**src/rtl/code_tracking_loop.sv**
```systemverilog
// Code tracking loop: early-minus-late code discriminator, fixed-step code correction and
// prompt-power lock/loss detection. Define TRACKER_REACQ_EN for a one-shot re-seek on loss.

module code_tracking_loop #(
    parameter int unsigned I2Q2_WIDTH   = 38,
    parameter int unsigned CS_WIDTH     = 15,
    parameter int unsigned CS_MAX       = 16367,
    parameter int unsigned DOPP_WIDTH   = 16,
    parameter int unsigned CS_STEP      = 1,
    parameter int unsigned THRESH_SHIFT = 3,
    parameter int unsigned LOCK_THRESH  = 1 << 20,
    parameter int unsigned LOCK_COUNT   = 4,
    parameter int unsigned LOSS_COUNT   = 3
) (
    input  logic                  clk_i,
    input  logic                  global_reset_ni,
    input  logic                  enable_i,
    input  logic                  acquisition_complete_i,
    input  logic [CS_WIDTH-1:0]   acq_peak_code_shift_i,
    input  logic [DOPP_WIDTH-1:0] acq_peak_doppler_i,
    input  logic                  i2q2_valid_i,
    input  logic [I2Q2_WIDTH-1:0] i2q2_early_i,
    input  logic [I2Q2_WIDTH-1:0] i2q2_prompt_i,
    input  logic [I2Q2_WIDTH-1:0] i2q2_late_i,
    output logic                  seek_en_o,
    output logic [CS_WIDTH-1:0]   seek_target_o,
    output logic [DOPP_WIDTH-1:0] doppler_early_o,
    output logic [DOPP_WIDTH-1:0] doppler_prompt_o,
    output logic [DOPP_WIDTH-1:0] doppler_late_o,
    output logic                  locked_o,
    output logic                  loss_pulse_o
);

    // Modular step constants kept within CS_WIDTH: every intermediate result stays below CS_MAX+1.
    localparam logic [CS_WIDTH-1:0]   CsStep   = CS_WIDTH'(CS_STEP);
    localparam logic [CS_WIDTH-1:0]   CsWrap   = CS_WIDTH'(CS_MAX + 1 - CS_STEP);
    localparam logic [CS_WIDTH-1:0]   CsIncLim = CS_WIDTH'(CS_MAX - CS_STEP);
    localparam logic [I2Q2_WIDTH-1:0] LockThr  = I2Q2_WIDTH'(LOCK_THRESH);
    localparam logic [3:0]            LockCnt  = 4'(LOCK_COUNT);
    localparam logic [3:0]            LossCnt  = 4'(LOSS_COUNT);

`ifdef TRACKER_REACQ_EN
    typedef enum logic [2:0] {StIdle, StTrack, StCalc, StSeek, StReacq} state_e;
`else
    typedef enum logic [2:0] {StIdle, StTrack, StCalc, StSeek} state_e;
`endif

    state_e                state_q;
    logic [CS_WIDTH-1:0]   cs_q;
    logic [CS_WIDTH-1:0]   seek_target_q;
    logic [DOPP_WIDTH-1:0] dopp_q;
    logic [I2Q2_WIDTH-1:0] early_q, prompt_q, late_q;
    logic [3:0]            good_cnt_q, bad_cnt_q;
    logic                  seek_en_q, locked_q, loss_pulse_q;
`ifdef TRACKER_REACQ_EN
    logic [CS_WIDTH-1:0]   lock_cs_q;
    logic                  reacq_ok_q;
`endif

    logic [I2Q2_WIDTH-1:0] abs_diff, deadband;
    logic [CS_WIDTH-1:0]   cs_dec, cs_inc, cs_corr;
    logic [3:0]            good_inc, bad_inc;
    logic                  p_good;

    always_comb begin
        abs_diff = (early_q >= late_q) ? early_q - late_q : late_q - early_q;
        deadband = prompt_q >> THRESH_SHIFT;
        cs_dec   = (cs_q >= CsStep) ? cs_q - CsStep : cs_q + CsWrap;
        cs_inc   = (cs_q <= CsIncLim) ? cs_q + CsStep : cs_q - CsWrap;
        cs_corr  = cs_q;
        if (abs_diff > deadband) begin
            cs_corr = (early_q > late_q) ? cs_dec : cs_inc;
        end
        p_good   = prompt_q >= LockThr;
        good_inc = (good_cnt_q == 4'hf) ? good_cnt_q : good_cnt_q + 4'd1;
        bad_inc  = (bad_cnt_q == 4'hf) ? bad_cnt_q : bad_cnt_q + 4'd1;
    end

    always_ff @(posedge clk_i or negedge global_reset_ni) begin
        if (!global_reset_ni) begin
            state_q       <= StIdle;
            cs_q          <= '0;
            seek_target_q <= '0;
            dopp_q        <= '0;
            early_q       <= '0;
            prompt_q      <= '0;
            late_q        <= '0;
            good_cnt_q    <= '0;
            bad_cnt_q     <= '0;
            seek_en_q     <= 1'b0;
            locked_q      <= 1'b0;
            loss_pulse_q  <= 1'b0;
`ifdef TRACKER_REACQ_EN
            lock_cs_q     <= '0;
            reacq_ok_q    <= 1'b0;
`endif
        end else begin
            seek_en_q    <= 1'b0;
            loss_pulse_q <= 1'b0;
`ifdef TRACKER_REACQ_EN
            if (locked_q) lock_cs_q <= cs_q;
`endif
            if (!enable_i) begin
                state_q    <= StIdle;
                locked_q   <= 1'b0;
                good_cnt_q <= '0;
                bad_cnt_q  <= '0;
`ifdef TRACKER_REACQ_EN
                reacq_ok_q <= 1'b0;
`endif
            end else begin
                unique case (state_q)
                    StIdle: begin
                        if (acquisition_complete_i) begin
                            cs_q          <= acq_peak_code_shift_i;
                            dopp_q        <= acq_peak_doppler_i;
                            seek_target_q <= acq_peak_code_shift_i;
                            seek_en_q     <= 1'b1;
                            good_cnt_q    <= '0;
                            bad_cnt_q     <= '0;
`ifdef TRACKER_REACQ_EN
                            reacq_ok_q    <= 1'b0;
`endif
                            state_q       <= StSeek;
                        end
                    end
                    StTrack: begin
                        if (i2q2_valid_i) begin
                            early_q  <= i2q2_early_i;
                            prompt_q <= i2q2_prompt_i;
                            late_q   <= i2q2_late_i;
                            state_q  <= StCalc;
                        end
                    end
                    StCalc: begin
                        cs_q <= cs_corr;
                        if (p_good) begin
                            good_cnt_q <= good_inc;
                            bad_cnt_q  <= '0;
                            if (good_inc >= LockCnt) begin
                                locked_q   <= 1'b1;
`ifdef TRACKER_REACQ_EN
                                reacq_ok_q <= 1'b1;
`endif
                            end
                        end else begin
                            good_cnt_q <= '0;
                            bad_cnt_q  <= bad_inc;
                        end
                        if (!p_good && bad_inc >= LossCnt) begin
                            locked_q     <= 1'b0;
                            loss_pulse_q <= 1'b1;
                            good_cnt_q   <= '0;
                            bad_cnt_q    <= '0;
                            state_q      <= StIdle;
`ifdef TRACKER_REACQ_EN
                            // Only one re-seek per lock: the flag is re-armed by the next lock.
                            if (reacq_ok_q) begin
                                cs_q          <= lock_cs_q;
                                seek_target_q <= lock_cs_q;
                                seek_en_q     <= 1'b1;
                                reacq_ok_q    <= 1'b0;
                                state_q       <= StReacq;
                            end
`endif
                        end else begin
                            seek_target_q <= cs_corr;
                            seek_en_q     <= 1'b1;
                            state_q       <= StSeek;
                        end
                    end
                    StSeek:  state_q <= StTrack;
`ifdef TRACKER_REACQ_EN
                    StReacq: state_q <= StTrack;
`endif
                    default: state_q <= StIdle;
                endcase
            end
        end
    end

    assign seek_en_o        = seek_en_q;
    assign seek_target_o    = seek_target_q;
    assign doppler_early_o  = dopp_q;
    assign doppler_prompt_o = dopp_q;
    assign doppler_late_o   = dopp_q;
    assign locked_o         = locked_q;
    assign loss_pulse_o     = loss_pulse_q;

endmodule
```
**config.mk**
```make
export PLATFORM = sky130hd
export DESIGN_NAME = code_tracking_loop
export DESIGN_NICKNAME = d
export VERILOG_FILES = /design/src/rtl/code_tracking_loop.sv
export SDC_FILE = /design/constraint.sdc
export NUM_CORES = 1
export LEC_CHECK = 0
export ABC_AREA = 1
export ABC_CLOCK_PERIOD_IN_PS = 10800
export CAP_MARGIN = 20
export CORE_UTILIZATION = 39
export CTS_CLUSTER_DIAMETER = 150
export CTS_CLUSTER_SIZE = 20
export DETAILED_ROUTE_END_ITERATION = 6
export SLEW_MARGIN = 40
export SYNTH_ARGS = -nofsm -noshare
export SYNTH_HDL_FRONTEND = slang
export SYNTH_SLANG_ARGS = --single-unit
export TNS_END_PERCENT = 100
```
**constraint.sdc**
```tcl
create_clock -name clk_i -period 10.8 [get_ports clk_i]
set_input_delay 3.24 -clock clk_i [delete_from_list [all_inputs] [get_ports clk_i]]
set_output_delay 3.24 -clock clk_i [all_outputs]
set_load 0.02 [all_outputs]
```
* Word level (Yosys, flattened, before mapping)
Cells that the tools add are included.
Cells by class: multiplexer cells 37, eq/ne operators 13, $add $sub $neg 8, magnitude comparators 8, reductions and logical operators 11
Operators with widths (number):
- $mux 15 | 6
- $sub 38x38->38 | 2
- $pmux 15 s2 | 2
- $ge 38x21->1 const B | 1
- $ge 38x38->1 | 1
- $gt 38x35->1 | 1
- $gt 38x38->1 | 1
- $mux 38 | 1
- $mux 4 | 9
- $pmux 4 s2 | 2
- $add 15x1->15 const B | 1
- $add 15x14->15 const B | 1
- $ge 15x1->1 const B | 1
- $le 15x14->1 const B | 1
- $sub 15x1->15 const B | 1
- $sub 15x14->15 const B | 1
- $pmux 3 s4 | 1
- $reduce_and 3->1 | 4
- $mux 1 | 11
- $mux 3 | 3
- $ne 3x1->1 const B | 3
- $add 4x1->4 const B | 2
- $eq 4x4->1 const B | 2
- $eq 3x2->1 const B | 2
- other kinds (14) | 17
Word-level totals: bits of input ports 150, output and inout bits 66, word-level logic and storage cells 89, register bits 174

* Logic depth before layout (Yosys ltp)
depth in word-level cells 8, depth in mapped cells 41, depth with buffers taken out 39

* Worst setup path before layout
OpenSTA, ideal clock, no wires.
kind input-to-reg, start input enable_i, end register seek_target_q[6] (netlist: seek_target_o[6]), setup time 0.118 ns, stages on the path 9, buffers on the path 2, required time 10.682 ns, path slack 5.873 ns, data arrival time 4.809 ns, cells stage by stage clkbuf_1 inv_1 nor2_2 clkinv_1 nor2_1 inv_1 clkbuf_1 nand2_1 nand2_1
On the way: longest elaborated chain between the ends 1
RTL lines:
- start, declared | RTL line 17 | input logic enable_i,
- $reduce_and 4->1 (no source line)
- end signal, assigned | RTL line 117 | seek_target_q <= acq_peak_code_shift_i;
- end signal, assigned | RTL line 167 | seek_target_q <= cs_corr;
- end, declared | RTL line 50 | logic [CS_WIDTH-1:0] seek_target_q;
No other way between the ends. A chain may end at the register's enable or synchronous reset.

* Final worst setup path
start register early_q[0], end register seek_target_q[3] (netlist: seek_target_o[3])
On the way: longest elaborated chain between the ends 6, elaborated cells on any way between the ends 10, those cells by class add/sub: 2; order compare: 3; mux: 5
RTL lines:
- start, declared | RTL line 52 | logic [I2Q2_WIDTH-1:0] early_q, prompt_q, late_q;
- start signal, assigned | RTL line 129 | early_q <= i2q2_early_i;
- $sub 38x38->38 or $ge 38x38->1 (tied branches) | RTL line 66 | abs_diff = (early_q >= late_q) ? early_q - late_q : late_q - early_q;
- $mux 38 | RTL line 66
- $gt 38x35->1 | RTL line 71 | if (abs_diff > deadband) begin
- $mux 15 * | RTL line 71
- $mux 15 * | RTL line 150 | if (!p_good && bad_inc >= LossCnt) begin
- $pmux 15 s2 * | RTL line 112 | unique case (state_q)
Every way passes the cells marked *; elsewhere a longest branch is shown, timed or not. The select of a mux whose other input is x is not followed.

==> results.json <==
{
  "status": "finished clean",
  "fin_tns_setup_ns": 0,
  "viasPerCell": 4.98,
  "yosys.area_share.simple": 0.287,
  "slew_violations": 0,
  "num_vias": 13100,
  "dr.pass1.iters": 5,
  "cts_sinks": 170,
  "row_count": 69,
  "fmax_ghz": 0.158,
  "yosys_warnings": 0,
  "numCtsBuffers": 17,
  "worstSetupEndpointType": "register",
  "ctsHoldBuffers": 0,
  "cts_setup_buffers": 0,
  "die_width_um": 192,
  "critical_path_required_ns": 11.15,
  "finClkSkew_ns": 0.00868,
  "netlist_instances": 2012,
  "overflow": 0,
  "gp_congestion": 0.892,
  "drc": 0,
  "dieArea_um2": 36900,
  "grt_util_all_layers": 0.222,
  "ys_seq_elements": 170,
  "area_delta_synth_final_pct": 20.1,
  "cts_root_buffer": "clkbuf_16",
  "synth.most_common_cell": "nand2_1",
  "clkSlewWorstSetupHoldPaths_ns": 0.07,
  "synthFlopType": "dfrtp_1",
  "multiInputGateArea_um2": 8170,
  "clk_latency_ns": 0.45,
  "grt_pass1_wl_mm": 64.2,
  "synth_top_family_by_area": "simple AND/OR/NAND/NOR gates",
  "fillers": 3644,
  "worstSetupStartpointType": "register",
  "yosysUniqueCellTypes": 51,
  "cts_tree": "yes",
  "initial_core_util": 0.396,
  "fin_crit_sh": 0.587,
  "cts_max_level": 4,
  "hpwl_mm": 32.0,
  "io_buffers": 212,
  "synth_area_leaders": "dfrtp_1 30%, nand2_1 12%, ha_1 10%, inv_1 8.1%, a21oi_1 7.7%",
  "synth_commonest_cells": "461 x nand2_1, 304 x inv_1, 223 x nor2_1",
  "grt_pass1_vias": 12800,
  "grt_max_degree": 107,
  "wl_per_cell_um": 15.2,
  "drtIter0Drc": 837,
  "synth-xor-area-share": 0.0360,
  "ant_nets": 0,
  "r2r_cells": 27,
  "antenna_found_initial": 0,
  "synth_adder_area_share": 0.107,
  "wl_mm": 40.0,
  "cts_max_path_buffers": 2,
  "ctsResizeCount": 0,
  "timing.final.hold_violations": 0,
  "yosys.area.top_type": "dfrtp_1",
  "async_flop_share": 1.00,
  "hold_path_depth": 2,
  "synth_top_area_frac": 0.302,
  "critPathKind": "register to register",
  "synth_fp_nets": 2281,
  "slew_headroom": 0.479,
  "synth_area_um2": 14100,
  "diodes": 0,
  "die_h_um": 192,
  "drive_gt1_frac": 0.0790,
  "synth.mux.area_fraction": 0.0201,
  "regArea_um2": 4250,
  "final_net_count": 2433,
  "yosysSeqAreaShare": 0.302,
  "rsz0062_at_grt": "false",
  "setup_viol_count_final": 0,
  "path_max_fanout": 50,
  "ios": 216,
  "maxCapViolCount": 0,
  "hold_class": "register to register",
  "worstMarginPinSlew_ns": 0.779,
  "period_needed_ns": 6.34,
  "core-area_um2": 35600,
  "arrival_ns": 6.69,
  "avgSynthCellArea_um2": 7.01,
  "synth_edf_count": 0,
  "synth_compound_area_frac": 0.128
}
==> worst max-delay path, cell delays in order, from the launching register on <==
cell	delay, ns
dfrtp_1	0.39
inv_1	0.08
ha_1	0.18
inv_1	0.12
fa_1	0.46
nand2_1	0.11
nand2_1	0.15
nand2_1	0.12
nand3_2	0.11
nand2_2	0.14
nand3_4	0.56
inv_2	0.63
nand3_1	0.14
o2111ai_1	0.16
o211ai_1	0.15
xor2_1	0.21
ha_1	0.32
nand2_1	0.05
nor3_1	0.31
nand4_1	0.12
nor4_1	0.18
nand4_1	0.21
nand2_2	0.46
nand4_4	0.40
nand2_1	0.17
nand3_1	0.11
nand3_1	0.11
nand2_1	0.05
==> placed cells by master, fill, tap and decap left out, types with 24 or more instances in the layout <==
| master | count |
|---|---|
| nand2_1 | 459 |
| inv_1 | 304 |
| nor2_1 | 222 |
| a21oi_1 | 217 |
| clkdlybuf4s50_1 | 211 |
| dfrtp_1 | 170 |
| ha_1 | 117 |
| nand3_1 | 87 |
| o21ai_0 | 42 |
| xor2_1 | 36 |
| nand3_2 | 26 |
| nand2_2 | 24 |
==> layout make-up <==
type                    count  share of cell area
clock inverters             9             0.00539
inverters                 314              0.0696
clock buffers              22              0.0280
multi-input cells        1442               0.483
repair buffers            219               0.129
well taps                 461              0.0341
flip-flops and latches    170               0.251
==> kinds of logic after synthesis <==
logic type               count (synthesis)
flip-flops                             170
AO/OA/AOI/OAI                          326
adder cells (fa/ha/maj)                119
AND/OR/NAND/NOR                        913
buffers and inverters                  400
XOR/XNOR                                58
multiplexers                            26
==> per-stage QoR <==
stage          cells  setup slack (ns)  instance area (um2)  hold WS [ns]  utilization
3_5_place_dp    2606              4.20                16400         0.467        0.460
4_1_cts         2637              4.16                16900         0.484        0.476
2_1_floorplan   2012              5.87                14100         0.484            -
6_report        2637              4.46                16900         0.476        0.476
5_1_grt         2637              3.89                16900         0.493        0.476
3_3_place_gp    2606              4.26                16400         0.462        0.460
==> layer usage <==
layer / part of all wire / global-route usage
met5: 0 / 0
met4: 0.019 / 0.0712
met3: 0.049 / 0.0301
met2: 0.46 / 0.368
met1: 0.47 / 0.296
==> state kept, by name, indices dropped and copies added (netlist names) <==
name,count
loss_pulse_o,1
early_q,38
good_cnt_q,4
doppler_early_o,16
locked_o,1
state_q,2
bad_cnt_q,4
seek_target_o,15
seek_en_o,1
prompt_q,35
late_q,38
cs_q,15
==> worst paths after layout <==
kind,startpoint,endpoint,slack [ns]
max in group asynchronous,global_reset_ni,early_q[4],6.93
setup reg to reg,early_q[0],seek_target_o[3],4.46
hold reg to reg,seek_target_o[7],seek_target_o[7],0.48
min in group asynchronous,global_reset_ni,seek_target_o[10],2.73
setup / recovery,early_q[0],seek_target_o[3],4.46
hold / removal,seek_target_o[7],seek_target_o[7],0.48
Power is not shown: default switching activity piles up to over one toggle a cycle in this logic, so the estimate is an artifact.
